File: src/rtl/hazard_scoreboard.sv
// Tuse/Tnew hazard controller beside the D stage: tracks in-flight destinations
// per pipeline slot, drives the D-stage stall and reports forwarding sources.
module hazard_scoreboard #(
  parameter int STAGES   = 3,
  parameter int TW       = 2,
  parameter int RAW      = 5,
  parameter int MULT_CYC = 5,
  parameter int DIV_CYC  = 10,
  parameter int SW       = (STAGES > 1) ? $clog2(STAGES) : 1
) (
  input  logic           clk,
  input  logic           reset,
  input  logic           flush,
  input  logic           d_valid,
  input  logic [RAW-1:0] d_rs,
  input  logic [RAW-1:0] d_rt,
  input  logic [TW-1:0]  d_rs_tuse,
  input  logic [TW-1:0]  d_rt_tuse,
  input  logic           d_wen,
  input  logic [RAW-1:0] d_waddr,
  input  logic [TW-1:0]  d_tnew,
  input  logic           d_md_use,
  input  logic           e_md_start,
  input  logic           e_md_div,
  output logic           stall,
  output logic           fwd_rs_hit,
  output logic           fwd_rt_hit,
  output logic [SW-1:0]  fwd_rs_stage,
  output logic [SW-1:0]  fwd_rt_stage,
  output logic           md_busy
);

  localparam int CMAX = (DIV_CYC > MULT_CYC) ? DIV_CYC : MULT_CYC;
  localparam int CW   = $clog2(CMAX + 1);
  localparam logic [TW-1:0] TUSE_NONE = TW'(3);

  typedef struct packed {
    logic          found;
    logic [SW-1:0] idx;
    logic [TW-1:0] tnew;
  } lookup_t;

  logic [STAGES-1:0]          valid_q, valid_d;
  logic [STAGES-1:0][RAW-1:0] waddr_q, waddr_d;
  logic [STAGES-1:0][TW-1:0]  tnew_q, tnew_d;
  logic [CW-1:0]              mdCnt_q, mdCnt_d;

  lookup_t rsLook, rtLook;
  logic    rsStall, rtStall, mdStall;

  // Scan oldest to youngest so the lowest matching slot overrides older ones.
  function automatic lookup_t youngest(input logic [RAW-1:0] src,
                                       input logic [STAGES-1:0] v,
                                       input logic [STAGES-1:0][RAW-1:0] wa,
                                       input logic [STAGES-1:0][TW-1:0] tn);
    lookup_t r;
    r = '0;
    for (int i = STAGES - 1; i >= 0; i--) begin
      if (v[i] && (wa[i] == src) && (src != '0)) begin
        r.found = 1'b1;
        r.idx   = SW'(i);
        r.tnew  = tn[i];
      end
    end
    return r;
  endfunction

  always_comb begin
    rsLook  = youngest(d_rs, valid_q, waddr_q, tnew_q);
    rtLook  = youngest(d_rt, valid_q, waddr_q, tnew_q);
    rsStall = rsLook.found && (rsLook.tnew > d_rs_tuse) && (d_rs_tuse != TUSE_NONE);
    rtStall = rtLook.found && (rtLook.tnew > d_rt_tuse) && (d_rt_tuse != TUSE_NONE);
    md_busy = (mdCnt_q != '0);
    mdStall = d_md_use && (md_busy || e_md_start);
    stall   = d_valid && (rsStall || rtStall || mdStall);

    fwd_rs_hit   = rsLook.found && (rsLook.tnew == '0);
    fwd_rt_hit   = rtLook.found && (rtLook.tnew == '0);
    fwd_rs_stage = fwd_rs_hit ? rsLook.idx : '0;
    fwd_rt_stage = fwd_rt_hit ? rtLook.idx : '0;
  end

  // Slot 0 captures the leaving D instruction (a bubble on stall); older slots
  // shift down while their remaining Tnew counts toward zero without wrapping.
  always_comb begin
    valid_d    = '0;
    waddr_d    = '0;
    tnew_d     = '0;
    valid_d[0] = d_valid && d_wen && (d_waddr != '0) && !stall;
    waddr_d[0] = d_waddr;
    tnew_d[0]  = d_tnew;
    for (int i = 1; i < STAGES; i++) begin
      valid_d[i] = valid_q[i-1];
      waddr_d[i] = waddr_q[i-1];
      tnew_d[i]  = (tnew_q[i-1] == '0) ? '0 : tnew_q[i-1] - TW'(1);
    end
  end

  // A new start always reloads, even while a previous operation is still busy.
  always_comb begin
    mdCnt_d = mdCnt_q;
    if (e_md_start) begin
      mdCnt_d = e_md_div ? CW'(DIV_CYC) : CW'(MULT_CYC);
    end else if (mdCnt_q != '0) begin
      mdCnt_d = mdCnt_q - CW'(1);
    end
  end

  always_ff @(posedge clk) begin
    if (reset || flush) begin
      valid_q <= '0;
    end else begin
      valid_q <= valid_d;
    end
    waddr_q <= waddr_d;
    tnew_q  <= tnew_d;
  end

  always_ff @(posedge clk) begin
    if (reset) begin
      mdCnt_q <= '0;
    end else begin
      mdCnt_q <= mdCnt_d;
    end
  end

endmodule

File: config.mk
export PLATFORM = sky130hd
export DESIGN_NAME = hazard_scoreboard
export DESIGN_NICKNAME = d
export VERILOG_FILES = /design/src/rtl/hazard_scoreboard.sv
export SDC_FILE = /design/constraint.sdc
export NUM_CORES = 1
export LEC_CHECK = 0
export CORE_MARGIN = 1
export CORE_UTILIZATION = 44
export DETAILED_ROUTE_END_ITERATION = 8
export GPL_TIMING_DRIVEN = 0
export PLACE_DENSITY = 0.75
export SYNTH_ARGS = -nofsm -noshare
export SYNTH_HDL_FRONTEND = slang
export SYNTH_SLANG_ARGS = --single-unit
File: constraint.sdc
create_clock -name clk -period 3.6 [get_ports clk]
set_input_delay 0.72 -clock clk [delete_from_list [all_inputs] [get_ports clk]]
set_output_delay 0.72 -clock clk [all_outputs]
set_load 0.05 [all_outputs]
==> Yosys cells after proc, flatten, opt, wreduce, memory -nomap -nowiden <==
Index checks and enable logic that the tools add are counted.
{ "op_classes": {"muxes": 11, "n_addsub": 3, "reduce_logical": 37, "order_cmp": 2, "eq_ne": 8} }
{ "ops": {"columns": ["op", "count"], "rows": [
  ["5-bit equality test", 6],
  ["5-bit two-way mux", 6],
  ["1-bit logical AND", 23],
  ["5-bit nonzero test", 3],
  ["4-bit two-way mux", 3],
  ["2-bit logical NOT", 4],
  ["2-bit greater-than comparator", 2],
  ["1-bit logical OR", 4],
  ["2-bit two-way mux", 2],
  ["2-bit inequality test (second input constant)", 2],
  ["4-bit nonzero test", 1],
  ["2-bit by 1-bit subtractor with 2-bit output (second input constant)", 2],
  ["4-bit by 1-bit subtractor with 4-bit output (second input constant)", 1],
  ["2-bit nonzero test", 1],
  ["1-bit logical NOT", 1]
]} }
{ "totals": {"word_cells": 69, "out_inout_bits": 8, "regBits": 28} }

==> Depth between registers and ports, before layout <==
{ "depth": {"depth_word": 14, "ltp_mapped": 13, "depth_no_buf": 12} }

==> Worst setup path before layout <==
Ideal clock, no wire load.
{ "synth_path": {"kind": "input port to output port", "start": "in d_rs[0]", "end": "out fwd_rs_stage[0]", "required_ns": 2.880, "n_path_buf": 0, "path_stages": 6, "arrival_ns": 3.515, "setup_slack_ns": -0.635, "cell_sequence": "or4_4 -> o211ai_1 -> a211oi_1 -> a221oi_1 -> o22ai_1 -> nor4_1"} }
{ "synth_between": {"elab_chain_len": 9, "elab_cells_between_ends": 16} }
{ "synth_rtl": {"columns": ["element", "line", "source"], "rows": [
  ["start, declared", "15", "input logic [RAW-1:0] d_rs,"],
  ["5-bit equality test", "59", "if (v[i] && (wa[i] == src) && (src != '0)) begin"],
  ["1-bit logical AND (2 in series)", "59", null],
  ["5-bit two-way mux (2 in series)", "59", null],
  ["5-bit two-way mux (*)", "59", null],
  ["2-bit logical NOT", "77", "fwd_rs_hit = rsLook.found && (rsLook.tnew == '0);"],
  ["1-bit logical AND", "77", null],
  ["2-bit two-way mux (*)", "79", "fwd_rs_stage = fwd_rs_hit ? rsLook.idx : '0;"],
  ["end, declared", "28", "output logic [SW-1:0] fwd_rs_stage,"]
]} }
Every way passes the cells marked *; elsewhere a longest branch is shown, timed or not.

==> Final worst setup path <==
{ "layout_path": {"start": "in d_rt[3]", "end": "out stall"} }
{ "layout_between": {"elab_chain_len": 12, "elab_cells_between_ends": 19} }
{ "layout_rtl": {"columns": ["element", "line", "source"], "rows": [
  ["start, declared", "16", "input logic [RAW-1:0] d_rt,"],
  ["5-bit equality test", "59", null],
  ["1-bit logical AND (2 in series)", "59", null],
  ["5-bit two-way mux (2 in series)", "59", null],
  ["5-bit two-way mux (*)", "59", null],
  ["2-bit greater-than comparator", "72", "rtStall = rtLook.found && (rtLook.tnew > d_rt_tuse) && (d_rt_tuse != TUSE_NONE);"],
  ["1-bit logical AND (*) (2 in series)", "72", null],
  ["1-bit logical OR (*) (2 in series)", "75", "stall = d_valid && (rsStall || rtStall || mdStall);"],
  ["1-bit logical AND (*)", "75", null],
  ["end, declared", "25", "output logic stall,"]
]} }
Marks and branches as above.

==> summary.md <==
| Metric | Value |
|---|---|
| Outcome | `finished with violations` |
| Failing checks | `negative setup slack` |
| Highest attainable clock frequency | `237.2 MHz` |
| Total instance count after detailed placement | `244` |
| Cell at the slowest stage of the critical path | `or4_4` |
| Antenna Diode Count | `0` |
| Number of rows created at floorplan | `20` |
| Hold path start | `waddr_d[7]$_DFF_P_` |
| Required time of the critical path | `2880 ps` |
| Starting density of the core | `47.74%` |
| Crit Path Max Fanout | `4` |
| Power per cell area | `321.1 mW/mm2` |
| Crit path kind | `input port to output port` |
| Vias in the first global route | `1420` |
| Largest incremental delay on the critical path | `550 ps` |
| Vias | `1448` |
| Number of antenna violations at the first check in global routing | `0` |
| Post-layout min period | `4216 ps` |
| Worst-Margin Slew | `590.2 ps` |
| Average instance area after synthesis | `9.067 um2` |
| Fin crit share | `117.1%` |
| RSZ-0062 raised after global routing | `true` |
| Final nets | `267` |
| Ratio of cells with drive above 1 in the final layout | `33.19%` |
| Post-cts hold buffer count | `0` |
| Routed wire length | `4.088 mm` |
| Layout Skew | `11.60 ps` |
| Post-layout instance count excluding filler cells | `273` |
| Global route total overflow | `0` |
| Final weighted congestion of routability-driven global placement | `0.8435` |
| Worst hold path stage count | `0` |
| Root Buffer | `clkbuf_4` |
| Number of nets with antenna violations after routing | `0` |
| Core Area | `0.003153 mm2` |
| Kind of start point of the critical path | `input port` |
| Via density per instance | `5.304` |
| Worst-skew pair later-pin latency | `330 ps` |
| Number of setup violations in the final report | `5` |
| Overall die area | `0.003659 mm2` |
| Origin of the worst setup path | `d_rt[3]` |
| Global router's overall resource usage | `24.38%` |
| Number of clock buffers inserted by TritonCTS | `3` |
| Die outline height | `60.49 um` |
| Total leakage power | `0.8835 nW` |
| Least setup slack across all paths after layout | `-615.8 ps` |
| Top post-synthesis cells by area | `dfxtp_1, xnor2_1, ha_1, xor2_1, nor2_1` |
| Final HPWL DP | `2.832 mm` |
| Maximum vdd drop | `0.2438 mV` |
| Max-slew violation count | `0` |
| Total clock sinks | `28` |
| Largest net degree at the start of global routing | `17` |
| Area overhead of the layout relative to synthesis | `50.37%` |
| Worst Reg2Reg Path Length in Cells | `18` |
| Endpoint class of the critical path | `output port` |
| Crit-path most repeated cell | `o211ai_1` |
| Synthesized net count | `203` |
| Register bit total from synthesis | `28` |
| Post-synthesis cell type with the largest combined area | `dfxtp_1` |
| Worst flop-to-flop path startpoint | `waddr_d[14]$_DFF_P_` |
| Worst hold margin | `407.2 ps` |
| Area share of the largest cell type after synthesis | `37.24%` |
| Count of input and output buffers | `34` |
| TritonRoute pass-1 iters | `4` |
| Number of remaining DRC errors | `0` |
| Summed instance area of the synthesized netlist | `0.001505 mm2` |
| Maximum clock insertion buffer count | `2` |
| Fraction of the yosys area taken by sequential cells | `37.24%` |
| Synth Warn # | `0` |
| CTS clock-pin slew for the worst setup and hold paths | `160 ps` |
| Synth Instances | `166` |
| Routed length per placed instance | `14.97 um` |
| First-pass GRT wire length | `6.541 mm` |
| CTS H-tree lvls | `1` |
| Max-cap check violation count | `0` |
| Top-Level Pins | `37` |
| Distinct cell type count after synthesis | `34` |
| Sequence of cells on the critical path | `buf_6, or4_4, o211ai_1, buf_4, nor3_2, a311oi_2, nor2_1, ha_1, a21oi_1, a221o_1, o211ai_1, and2_4, buf_8` |
| CP arrival | `3500 ps` |
| Drt first-iter violations | `51` |
| Die Wd | `60.49 um` |
| Worst slew margin | `60.32%` |
| Hold WC Path Type | `register to register` |
| Final hold vios | `0` |
| Clock tree from TritonCTS | `yes` |
[layout make-up]
cell class              count  area (um2)
multi-input cells         125        1033
fillers                   252       889.6
flip-flops and latches     28       560.5
repair buffers             59       510.5
well taps                  44       55.05
inverters                  11       41.29
clock inverters             1       30.03
clock buffers               3       22.52
plain buffers               2       10.01
[cell usage after synthesis, drive strengths merged]
library cell and instances:
a211oi 3, a21oi 5, a221o 1, a221oi 3, a22oi 1, a311oi 2, and2 6, and3b 1
and4bb 1, buf 1, clkbuf 1, dfxtp 28, ha 8, inv 11, nand2 6, nand2b 1
nand3 2, nand4 3, nor2 18, nor3 8, nor4 8, o2111ai 1, o211ai 3, o21a 1
o21ai 1, o22ai 2, o31ai 1, or2 3, or4 3, xnor2 25, xor2 8
[kinds of logic (layout without fill, tap and decap cells)]
family	count (synthesis)	after routing	synth area share [%]
and+or+nand+nor	60	60	21.70
AOI/OAI and AO/OA	24	24	11.89
adders and majority gates	8	8	6.650
DFF	28	28	37.24
buffers and inverters	13	76	3.324
xor gates and xnor gates	33	33	19.20
[final timing paths]
path | end | slack (ps)
max reg2reg | valid_q[0]$_SDFF_PP0_ | 230
max | stall | -620
min reg2reg | waddr_d[12]$_DFF_P_ | 410
min | waddr_d[12]$_DFF_P_ | 410
[what timing repair did]
action,4_1_cts,5_1_grt
endpoints found under the hold margin,0,0
pin swaps,19,10
setup buffers,21,4
resized for setup,84,19
endpoints found under the setup margin,7,8
[layout by cell type (no fill, tap or decap), types with 3 or more instances in the layout]
master           synthesis  routed
a21oi_1                  5       4
a221oi_2                 1       3
and2_1                   6       5
buf_2                    1       8
buf_4                    0      23
buf_6                    0       5
clkbuf_4                 0       5
clkdlybuf4s50_1          0      19
dfxtp_1                 28      28
ha_1                     8       6
inv_1                   11      11
nand2_1                  6       6
nand4_1                  3       3
nor2_1                  17      15
nor3_1                   8       4
nor3_2                   0       4
nor4_1                   8       4
nor4_2                   0       4
o211ai_1                 3       3
or2_4                    0       3
xnor2_1                 25      25
xor2_1                   8       8
[where the power goes]
part | internal (W) | total (W) | switching, W | leakage [nW]
registers | 0.000331 | 0.000349 | 0.0000181 | 0.234
logic | 0.0000916 | 0.000173 | 0.0000811 | 0.621
clock network | 0.000113 | 0.000205 | 0.0000927 | 0.0279
[metal layers]
layer  part of all wire (%)  wire length [um]  track usage [%]
met3                    4.6               189            4.691
met1                     43              1758            30.79
met5                      0                 0                0
met2                     51              2073            42.39
met4                    1.6                66            6.818
[flip-flops by register name, indices dropped and copies added (netlist names)]
signal   count
valid_q      3
waddr_q      5
tnew_q       6
waddr_d     10
mdCnt_q      4
[metrics by stage]
stage	instance area (um2)	setup slack [ps]	setup TNS [ps]	power [W]	utilization, %
after detailed placement	1948	-1703	-7199	0.0005017	61.79
after CTS	2210	-501.0	-560.5	0.0007219	70.08
after floorplan	1553	-190.7	-295.2	0.0004400	-
after global placement	1948	-1683	-6923	0.0004978	61.79
after global routing	2263	-703.9	-1957	0.0007670	71.79
final	2263	-615.8	-1435	0.0007268	71.79
[critical path: cells and delay by family]
| family | cells | cell delay (ps) |
|---|---|---|
| adder cells (fa/ha/maj) | 1 | 310 |
| buffers and inverters | 3 | 430 |
| AND/OR/NAND/NOR | 4 | 880 |
| AO/OA/AOI/OAI | 5 | 1160 |
Note: power is estimated with default switching activity, not from simulation.
